## config.mk

```make
export PLATFORM = sky130hd
export DESIGN_NAME = loop_nest_scheduler_flat
export DESIGN_NICKNAME = d
export VERILOG_FILES = /design/src/rtl/loop_nest_scheduler_if.sv /design/src/rtl/loop_nest_scheduler.sv /design/src/flat_wrapper.sv
export SDC_FILE = /design/constraint.sdc
export NUM_CORES = 1
export LEC_CHECK = 0
export BUFFER_PORTS_ARGS = -buffer_cell sky130_fd_sc_hd__buf_2
export CELL_PAD_IN_SITES_DETAIL_PLACEMENT = 1
export CELL_PAD_IN_SITES_GLOBAL_PLACEMENT = 2
export CORE_ASPECT_RATIO = 0.75
export CORE_MARGIN = 1.5
export CORE_UTILIZATION = 38
export CTS_BUF_LIST = sky130_fd_sc_hd__clkbuf_16
export CTS_CLUSTER_DIAMETER = 100
export DETAILED_ROUTE_END_ITERATION = 10
export GPL_TIMING_DRIVEN = 0
export PLACE_DENSITY_LB_ADDON = 0.1
export SLEW_MARGIN = 10
export SYNTH_ARGS = -nofsm -noshare
export SYNTH_HDL_FRONTEND = slang
export SYNTH_SLANG_ARGS = --single-unit
```

## constraint.sdc

```tcl
create_clock -name clk -period 3.2 [get_ports clk]
set_clock_uncertainty 0.1 [all_clocks]
set_input_delay 0.16 -clock clk [delete_from_list [all_inputs] [get_ports clk]]
set_output_delay 0.16 -clock clk [all_outputs]
set_load 0.05 [all_outputs]
```

## src/rtl/loop_nest_scheduler_if.sv

```systemverilog
// Start/stall handshake and iteration-issue bus between kernel control and the loop nest scheduler.
interface loop_nest_scheduler_if #(
  parameter int IDX_W = 16
);
  logic             start;
  logic             stall;
  logic             busy;
  logic             issue;
  logic [IDX_W-1:0] inner_idx;
  logic [IDX_W-1:0] outer_idx;
  logic             last;
  logic             done;

  modport master (
    output start, stall,
    input  busy, issue, inner_idx, outer_idx, last, done
  );

  modport slave (
    input  start, stall,
    output busy, issue, inner_idx, outer_idx, last, done
  );
endinterface

```

## src/rtl/loop_nest_scheduler.sv

```systemverilog
// Two-level pipelined loop nest sequencer: one iteration issue every II unstalled clocks.
// Define LOOP_SCHED_DRAIN_EN to hold done off until the datapath (LATENCY clocks deep) has drained.
module loop_nest_scheduler #(
  parameter int N_INNER = 4,
  parameter int N_OUTER = 2,
  parameter int II      = 1,
  parameter int LATENCY = 3,
  parameter int IDX_W   = 16
) (
  input  logic                 clk,
  input  logic                 rst,
  loop_nest_scheduler_if.slave bus
);

`ifdef LOOP_SCHED_DRAIN_EN
  typedef enum logic [1:0] {IDLE, RUN, DRAIN, DONE} state_t;
  // A one-deep datapath is already drained on the cycle after the last issue.
  localparam state_t AFTER_LAST = (LATENCY == 1) ? DONE : DRAIN;
`else
  typedef enum logic [1:0] {IDLE, RUN, DONE} state_t;
  localparam state_t AFTER_LAST = DONE;
`endif

  localparam logic [IDX_W-1:0] INNER_MAX = IDX_W'(N_INNER - 1);
  localparam logic [IDX_W-1:0] OUTER_MAX = IDX_W'(N_OUTER - 1);
  localparam logic [31:0]      II_MAX    = 32'(II - 1);

  if (N_INNER < 1 || N_OUTER < 1 || II < 1 || LATENCY < 1 ||
      longint'(N_INNER) > (longint'(1) << IDX_W) ||
      longint'(N_OUTER) > (longint'(1) << IDX_W)) begin : g_bad_params
    $error("loop_nest_scheduler: illegal parameter combination");
  end

  state_t           state;
  state_t           state_next;
  logic [31:0]      ii_cnt;
  logic [31:0]      ii_wrap;
  logic [IDX_W-1:0] inner_q;
  logic [IDX_W-1:0] outer_q;
  logic             final_iter;

  assign final_iter = (inner_q == INNER_MAX) && (outer_q == OUTER_MAX);
  assign ii_wrap    = (ii_cnt == II_MAX) ? 32'd0 : ii_cnt + 32'd1;

`ifdef LOOP_SCHED_DRAIN_EN
  logic [31:0] drain_cnt;
`endif

  // NOTE: sequential state uses <= so every flop samples pre-edge values regardless of block order.
  always_ff @(posedge clk) begin
    if (rst) state <= IDLE;
    else     state <= state_next;
  end

  // NOTE: the default assignment first keeps this block purely combinational (no latch on any path).
  always_comb begin
    state_next = state;
    case (state)
      IDLE:    if (bus.start) state_next = (bus.issue && bus.last) ? AFTER_LAST : RUN;
      RUN:     if (bus.issue && bus.last) state_next = AFTER_LAST;
`ifdef LOOP_SCHED_DRAIN_EN
      // drain_cnt reaches LATENCY on the same edge that enters DONE.
      DRAIN:   if (!bus.stall && drain_cnt == 32'(LATENCY - 1)) state_next = DONE;
`endif
      DONE:    state_next = IDLE;
      default: state_next = IDLE;
    endcase
  end

  always_comb begin
    bus.busy  = (state != IDLE) || bus.start;
    bus.issue = 1'b0;
    case (state)
      IDLE:    bus.issue = bus.start && !bus.stall;
      RUN:     bus.issue = (ii_cnt == 32'd0) && !bus.stall;
      default: bus.issue = 1'b0;
    endcase
    bus.last      = bus.issue && final_iter;
    bus.done      = (state == DONE);
    bus.inner_idx = inner_q;
    bus.outer_idx = outer_q;
  end

  // Index/interval bookkeeping; IDLE keeps ii_cnt at 0 so a stalled start issues on its first free cycle.
  always_ff @(posedge clk) begin
    if (rst) begin
      ii_cnt  <= '0;
      inner_q <= '0;
      outer_q <= '0;
    end else if (bus.issue) begin
      if (final_iter) begin
        ii_cnt  <= '0;
        inner_q <= '0;
        outer_q <= '0;
      end else begin
        ii_cnt <= ii_wrap;
        if (inner_q == INNER_MAX) begin
          inner_q <= '0;
          outer_q <= outer_q + IDX_W'(1);
        end else begin
          inner_q <= inner_q + IDX_W'(1);
        end
      end
    end else if (state == RUN && !bus.stall) begin
      ii_cnt <= ii_wrap;
    end
  end

`ifdef LOOP_SCHED_DRAIN_EN
  always_ff @(posedge clk) begin
    if (rst)                               drain_cnt <= '0;
    else if (bus.last)                     drain_cnt <= 32'd1;
    else if (state == DRAIN && !bus.stall) drain_cnt <= drain_cnt + 32'd1;
    else if (state == DONE)                drain_cnt <= '0;
  end
`endif

endmodule

```

## src/flat_wrapper.sv

```systemverilog
// flat-port wrapper written by rule: the top's interface ports become plain ports
module loop_nest_scheduler_flat 
#(
  parameter int N_INNER = 4,
  parameter int N_OUTER = 2,
  parameter int II      = 1,
  parameter int LATENCY = 3,
  parameter int IDX_W   = 16
)
  (clk, rst, bus_start, bus_stall, bus_busy, bus_issue, bus_inner_idx, bus_outer_idx, bus_last, bus_done);
  loop_nest_scheduler_if #(.IDX_W(IDX_W)) bus_i ();
  input  logic clk;
  input  logic rst;
  input wire logic [$bits(bus_i.start)-1:0] bus_start;
  input wire logic [$bits(bus_i.stall)-1:0] bus_stall;
  output wire logic [$bits(bus_i.busy)-1:0] bus_busy;
  output wire logic [$bits(bus_i.issue)-1:0] bus_issue;
  output wire logic [$bits(bus_i.inner_idx)-1:0] bus_inner_idx;
  output wire logic [$bits(bus_i.outer_idx)-1:0] bus_outer_idx;
  output wire logic [$bits(bus_i.last)-1:0] bus_last;
  output wire logic [$bits(bus_i.done)-1:0] bus_done;
  assign bus_i.start = bus_start;
  assign bus_i.stall = bus_stall;
  assign bus_busy = bus_i.busy;
  assign bus_issue = bus_i.issue;
  assign bus_inner_idx = bus_i.inner_idx;
  assign bus_outer_idx = bus_i.outer_idx;
  assign bus_last = bus_i.last;
  assign bus_done = bus_i.done;
  loop_nest_scheduler #(.N_INNER(N_INNER), .N_OUTER(N_OUTER), .II(II), .LATENCY(LATENCY), .IDX_W(IDX_W)) u_core (.clk(clk), .rst(rst), .bus(bus_i));
endmodule
```

==> summary.md, run 1 <==
| Metric | Value |
|---|---|
| Outcome | finished clean |
| Crit-path slowest cell | clkbuf_1 |
| Unrepaired setup endpoints after global routing | no |
| Antenna cell count | 0 |
| WP buf/inv | 3 |
| 1st-iter DRT viols | ~160 |
| Worst-Margin Slew | 781 ps |
| Top post-synthesis cells by area | dfxtp_1 37%, nand4_1 5.6%, xor2_1 4.9%, a21oi_1 4.4%, or3_1 3.5% |
| DP Cell Count | 588 |
| Avg Cell Area, Syn | roughly 8.4 um^2 |
| Critical Path Max Stage Delay | 540 ps |
| CP required | between 2000 and 3000 ps |
| Via count of the routed design | 3,538 |
| Part of the Yosys area used for sequential elements | 0.372 |
| Worst setup SP type | register |
| Syn_nets | 431 |
| Critical Path End Type | primary output |
| Worst Hold Class | in -> reg |
| F_max | 338 MHz |
| Vias in the first global route | 3,379 |
| Final setup violation count | 0 |
| Tot Pwr | about 1.8 mW |
| Share of the synthesized area in the top cell type | 0.372 |
| Placed wire-length estimate | around 8000 um |
| Critical path depth | 8 |
| Dominant cell type by area after synthesis | dfxtp_1 |
| # clock sinks | 66 |
| # Max-Cap Violations | 0 |
| Worst Hold Depth | 3 |
| Synthesized cell area | 3550 um^2 |
| Syn. warnings | 0 |
| Kind of critical path | reg -> out |
| Tcrit/Tclk final | 0.924 |
| Worst R2R Path Depth | 8 |
| Drt pass-1 iters | 4 |
| Vias per cell | about 6 |
| Mapped Cells | around 420 |
| DRC viols | 0 |
| Multi-input gate area in the final layout | between 2000 and 2500 um^2 |
| Layout cell share with drive strength beyond 1 | 0.174 |
| Final hold viol count | 0 |
| Async set-reset flop share out of synthesis | 0 |
| Gpl congestion | 0.822 |
| Synth Flop Type | dfxtp_1 |
| Post-synth EDFFs | 0 |
| I/O pins | 40 |
| Routed WL | roughly 11,000 um |
| CTS root buf | clkbuf_16 |
| Remaining Overflow, GRT | 0 |
| Initial Utilization | 0.392 |
| Yosys cell types | 54 |
| Post-CTS sizing | 0 |
| Peak supply drop | 0.270 mV |
| Total GRT Usage | 0.242 |
| Height of the die | 86.7 um |
| Cell area power density | 437 nW/um^2 |
| Critical path peak fanout | 10 |
| Crit path time final | approximately 3000 ps |
| Core Footprint | a little over 9000 um^2 |
| CTS tree | built |
| Fin cells | slightly above 600 |
| Most frequent cells in the layout | 66 x dfxtp_1, 49 x buf_2, 32 x nand4_1 |
| Initial antenna violation count | 0 |
| Wire length per cell | approximately 19 um |
| Layout area overhead | 17.3% |
| Buffers on Ports | 38 |
| Largest net degree at the start of global routing | 12 |
| Clock latency on the worst-skew pair | 340 ps |
| Commonest non-fill, non-tap cell in the layout | dfxtp_1 |
| Post-CTS Setup Inserts | 0 |
| Die X-Extent | between 100 and 150 um |
| Slew Limit Fails | 0 |
| Largest delay share family, worst path | buffers and inverters |
| Pleak | approximately 1.5 nW |
| Maximum buffer depth of the clock tree | 2 |
| CTS H-tree lvls | 3 |
| CTS Hold Bufs | 0 |
| Worst-path clk slew | around 60 ps |
| Filler instances | ~1.1k |
| First-pass GRT wire length | around 19,000 um |
| Slew margin rel. | 0.478 |
| Register area | ~1300 um^2 |
| Worst EP arrival | ~2700 ps |
| Final setup TNS | 0 ps |
| Die area | between 9000 and 10,000 um^2 |
| Cts bufs inserted | 9 |
| CP cell instances | inv_1, ha_1, nor4b_2, and4_2, a21oi_2, clkbuf_1, nor3_1, buf_2 |
| Final ANT Viol Nets | 0 |
| Layout Nets | 480 |
| Core Rows | 30 |
| Seq cells post-synth | 66 |
| Reg2Reg Setup Slack | 600 ps |
area by class of cell:
type | count | area share
plain buffers | 24 | 0.0313
well taps | 128 | 0.0385
clock buffers | 9 | 0.0541
multi-input cells | 323 | 0.496
repair buffers | 38 | 0.0457
clock inverters | 7 | 0.00902
inverters | 9 | 0.00812
flip-flops and latches | 66 | 0.317
where the power goes:
group | switching [mW] | total (mW) | leakage, nW | internal (mW)
combinational | 0.0674 | 0.0866 | 0.834 | 0.0192
clock | 0.388 | 0.902 | 0.130 | 0.514
sequential | 0.00523 | 0.830 | 0.532 | 0.825
total | 0.460 | 1.82 | 1.50 | 1.36
cells by family after synthesis:
| logic type | share of synthesized area |
|---|---|
| and+or+nand+nor | 0.348 |
| AOI/OAI and AO/OA | 0.145 |
| DFF | 0.372 |
| buffers and inverters | 0.0462 |
| xor gates and xnor gates | 0.0592 |
| adders and majority gates | 0.0176 |
| muxes | 0.0116 |
metrics by stage:
stage | utilization | area, um^2 | setup WS (ps) | hold WS [ps]
global placement | 0.431 | 3900 | 647 | 379
detailed placement | 0.431 | 3900 | 625 | 397
finish | 0.460 | 4160 | 243 | 103
floorplan | - | 3550 | 122 | 237
global route | 0.460 | 4160 | 86.9 | 105
CTS | 0.460 | 4160 | 250 | 96.8
worst paths after layout:
| check | startpoint | endpoint |
|---|---|---|
| worst min-delay path | rst | u_core.bus.outer_idx[9] |
| worst min register to register | u_core.bus.inner_idx[15] | u_core.bus.inner_idx[15] |
| worst max register to register | u_core.bus.inner_idx[0] | u_core.ii_cnt[21] |
| worst max-delay path | u_core.ii_cnt[0] | bus_last |
tightest hold or removal path: stages:
cell     delay [ps]
buf_2           150
or2_2           130
o31ai_1          50
per-layer routing:
| metal | vias to the layer above | track usage | routed length, um | share of wire |
|---|---|---|---|---|
| li1 | 1699 | - | - | - |
| met1 | 1764 | 0.363 | 6030 | 0.53 |
| met2 | 64 | 0.349 | 4830 | 0.42 |
| met3 | 11 | 0.0490 | 444 | 0.039 |
| met4 | 0 | 0.0648 | 110 | 0.0096 |
| met5 | - | 0 | 0 | 0 |
synthesized netlist by cell type (6+ instances only):
cell type / instances
and4_1: 8
nor3_1: 13
dfxtp_1: 66
nand4_1: 32
buf_2: 11
o31ai_1: 14
and2_1: 6
nor4_1: 14
nand3_1: 22
or3_1: 20
nand2_1: 24
o21ai_0: 16
xor2_1: 20
and3_1: 14
inv_1: 8
nor2_1: 31
clkbuf_1: 8
a21oi_1: 31
or4_1: 7
registers in the layout, indices dropped and copies added, names as in the netlist:
signal,flops
u_core.bus.outer_idx,16
u_core.ii_cnt,32
u_core.state,2
u_core.bus.inner_idx,16
(Power assumes the default switching activity.)
==> run 2: changes to the inputs <==
--- a/config.mk
+++ b/config.mk
@@ -10,7 +10,7 @@
 export CELL_PAD_IN_SITES_GLOBAL_PLACEMENT = 2
 export CORE_ASPECT_RATIO = 0.75
 export CORE_MARGIN = 1.5
-export CORE_UTILIZATION = 38
+export CORE_UTILIZATION = 32
 export CTS_BUF_LIST = sky130_fd_sc_hd__clkbuf_16
 export CTS_CLUSTER_DIAMETER = 100
 export DETAILED_ROUTE_END_ITERATION = 10
==> constraint.sdc (replaced) <==
create_clock -name clk -period 2.49 [get_ports clk]
set_clock_uncertainty 0.1 [all_clocks]
set_input_delay 0.1245 -clock clk [delete_from_list [all_inputs] [get_ports clk]]
set_output_delay 0.1245 -clock clk [all_outputs]
set_load 0.05 [all_outputs]
==> run 2 against run 1 <==
Effect of this change:
- sequential cell count unchanged
- clock-buffer cell count unchanged
- via count decreased by 0.82%
- utilization decreased by 6.7 points
- combinational power increased by 39%
- wire length increased by 2.6%
- cell count increased by 1.7%
- global-route usage decreased by 3.6 points
- setup slack got worse by 170 ps
- critical path depth unchanged
- largest cell class unchanged
- die area increased by 18%
- design area increased by 2.7%
==> summary.md, run 2 (same netlist as run 1, synthesis figures left out) <==
| Metric | Value |
|---|---|
| Routed WL | 11,700 um (was 11,400 um) |
| Largest net degree at the start of global routing | 11 (was 12) |
| # clock sinks | 66 (unchanged) |
| Final ANT Viol Nets | 0 (unchanged) |
| Critical Path End Type | primary output (unchanged) |
| Maximum buffer depth of the clock tree | 2 (unchanged) |
| Cts bufs inserted | 9 (unchanged) |
| Worst-Margin Slew | 653 ps (was 781 ps) |
| Largest register FFs | 32 (unchanged) |
| I/O pins | 40 (unchanged) |
| CP required | 2270 ps (was 2940 ps) |
| Most frequent cells in the layout | 64 x dfxtp_1, 45 x buf_2, 32 x nand4_1 (was 66 x dfxtp_1, 49 x buf_2, 32 x nand4_1) |
| CTS Hold Bufs | 0 (unchanged) |
| Worst Hold Depth | 3 (unchanged) |
| Register bank with the most flops | u_core.ii_cnt (unchanged) |
| Layout Nets | 478 (was 480) |
| Initial antenna violation count | 0 (unchanged) |
| Met1 WL | 6300 um (was 6030 um) |
| CTS H-tree lvls | 3 (unchanged) |
| Vias per cell | 5.71 (was 5.86) |
| Crit path time final | 2420 ps |
| DRC viols | 0 (unchanged) |
| Worst R2R Path Depth | 8 (unchanged) |
| First-pass GRT wire length | 19,100 um (was 18,600 um) |
| Commonest non-fill, non-tap cell in the layout | dfxtp_1 (unchanged) |
| Gpl congestion | 0.782 (was 0.822) |
| 1st-iter DRT viols | 203 (was 156) |
| WHS Endpoint | u_core.bus.inner_idx[14] (was u_core.bus.outer_idx[9]) |
| Kind of critical path | reg -> out (unchanged) |
| Worst-path clk slew | 50 ps (was 60 ps) |
| Buffers on Ports | 38 (unchanged) |
| Die X-Extent | 125 um (was 115 um) |
| Final hold viol count | 0 (unchanged) |
| F_max | slightly above 400 MHz |
| Final setup violation count | 0 (unchanged) |
| Drt pass-1 iters | 4 (unchanged) |
| Remaining Overflow, GRT | 0 (unchanged) |
| Pre-CTS setup slack | -52.6 ps (was 625 ps) |
| CTS root buf | clkbuf_16 (unchanged) |
| Worst hold path startpoint | rst (unchanged) |
| Worst setup SP type | register (unchanged) |
| Met2 routed WL | 4900 um (was 4830 um) |
| Tot Pwr | 2.30 mW (was 1.82 mW) |
| Layout cell share with drive strength beyond 1 | 0.196 (was 0.174) |
| Wire length per cell | 19.1 um (was 18.9 um) |
| Die area | 11,700 um^2 (was 9930 um^2) |
| Worst Hold Slack | 92.7 ps (was 103 ps) |
| Worst Hold Class | in -> reg (unchanged) |
| Slew margin rel. | 0.561 (was 0.478) |
| Clock latency on the worst-skew pair | 330 ps (was 340 ps) |
| Core Rows | 33 (was 30) |
| Peak supply drop | 0.374 mV (was 0.270 mV) |
| Pleak | 1.54 nW (was 1.50 nW) |
| Slew Limit Fails | 0 (unchanged) |
| Placed wire-length estimate | 8290 um (was 8060 um) |
| Core Footprint | 10,900 um^2 (was 9050 um^2) |
| Via count of the routed design | 3,509 (was 3,538) |
| Max Used Layer | met4 (unchanged) |
| RR Startpoint | u_core.bus.inner_idx[0] (unchanged) |
| CTS tree | built (unchanged) |
| Post-CTS Setup Inserts | 0 (unchanged) |
| Layout area overhead | 20.4% (was 17.3%) |
| Worst EP arrival | 2190 ps (was 2700 ps) |
| DR WL met3 | 395 um (was 444 um) |
| Initial Utilization | 0.327 (was 0.392) |
| Critical path peak fanout | 10 (unchanged) |
| Outcome | finished clean (unchanged) |
| # Max-Cap Violations | 0 (unchanged) |
| Worst setup margin | 71.0 ps (was 243 ps) |
| Reg2Reg Setup Slack | 180 ps (was 600 ps) |
| Height of the die | 94.2 um (was 86.7 um) |
| Total GRT Usage | 0.206 (was 0.242) |
| R2r endpoint | u_core.ii_cnt[17] (was u_core.ii_cnt[21]) |
| Design Area, Final | 4270 um^2 (was 4160 um^2) |
| Antenna cell count | 0 (unchanged) |
| Vias in the first global route | 3,497 (was 3,379) |
| Cell area power density | 537 nW/um^2 (was 437 nW/um^2) |
| Placed Area | 3930 um^2 (was 3900 um^2) |
| Tcrit/Tclk final | 0.971 |
==> run 2: changes by cell type in the layout (fill, tap and decap cells not counted), sizes merged <==
| cell | previous run | this run |
|---|---|---|
| buf | 54 | 52 |
| clkinvlp | 2 | 0 |
| inv | 9 | 10 |
| clkinv | 5 | 6 |
==> run 2: stage by stage <==
| stage | utilization | std cells | setup TNS [ps] |
|---|---|---|---|
| final | 0.393 | 614 | 0 |
| after global routing | 0.393 | 614 | -35.9 |
| after CTS | 0.388 | 615 | 0 |
| after detailed placement | 0.361 | 600 | -712 |
| after global placement | 0.361 | 600 | -1280 |
| after floorplan | - | 422 | 0 |
==> run 2: cell type report <==
type	instances	area (um^2)
inverters	9	33.8
plain buffers	22	131
clock buffers	9	225
fillers	1303	6590
well taps	140	175
flip-flops and latches	66	1320
repair buffers	38	199
multi-input cells	323	2160
clock inverters	7	28.8
==> run 2: what timing repair did <==
action | 4_1_cts | 5_1_grt
endpoints found under the setup margin | 40 | 33
pin swaps | 0 | 1
gates resized for setup | 13 | 13
==> run 2: worst max path at each step <==
stage                                 start                      end  slack, ps  cells past startpoint
floorplan           u_core.bus.inner_idx[0]          u_core.state[0]         70                      7
global placement    u_core.bus.inner_idx[0]  u_core.bus.outer_idx[3]        -50                      8
detailed placement         u_core.ii_cnt[0]                 bus_last        -50                      8
CTS                        u_core.ii_cnt[0]                bus_issue          8                      9
global route        u_core.bus.inner_idx[0]                 bus_last        -40                      7
finish                     u_core.ii_cnt[0]                 bus_last         70                      8
==> run 2: per-layer routing <==
metal,vias up,global-route usage
met5,-,0
met4,0,0.0546
li1,1691,-
met2,58,0.302
met3,8,0.0416
met1,1752,0.305
==> run 2: critical path: stages, from the launching register on <==
cell	delay, ps
dfxtp_1	340
inv_1	90
ha_1	150
nor4b_4	200
and4_4	310
a21oi_4	100
clkbuf_4	240
nor3_4	240
buf_6	190
==> run 2: report_power, final <==
group / switching, mW / leakage [nW] / internal (mW)
registers: 0.00646 / 0.533 / 1.06
clock network: 0.458 / 0.134 / 0.652
logic: 0.0915 / 0.872 / 0.0285
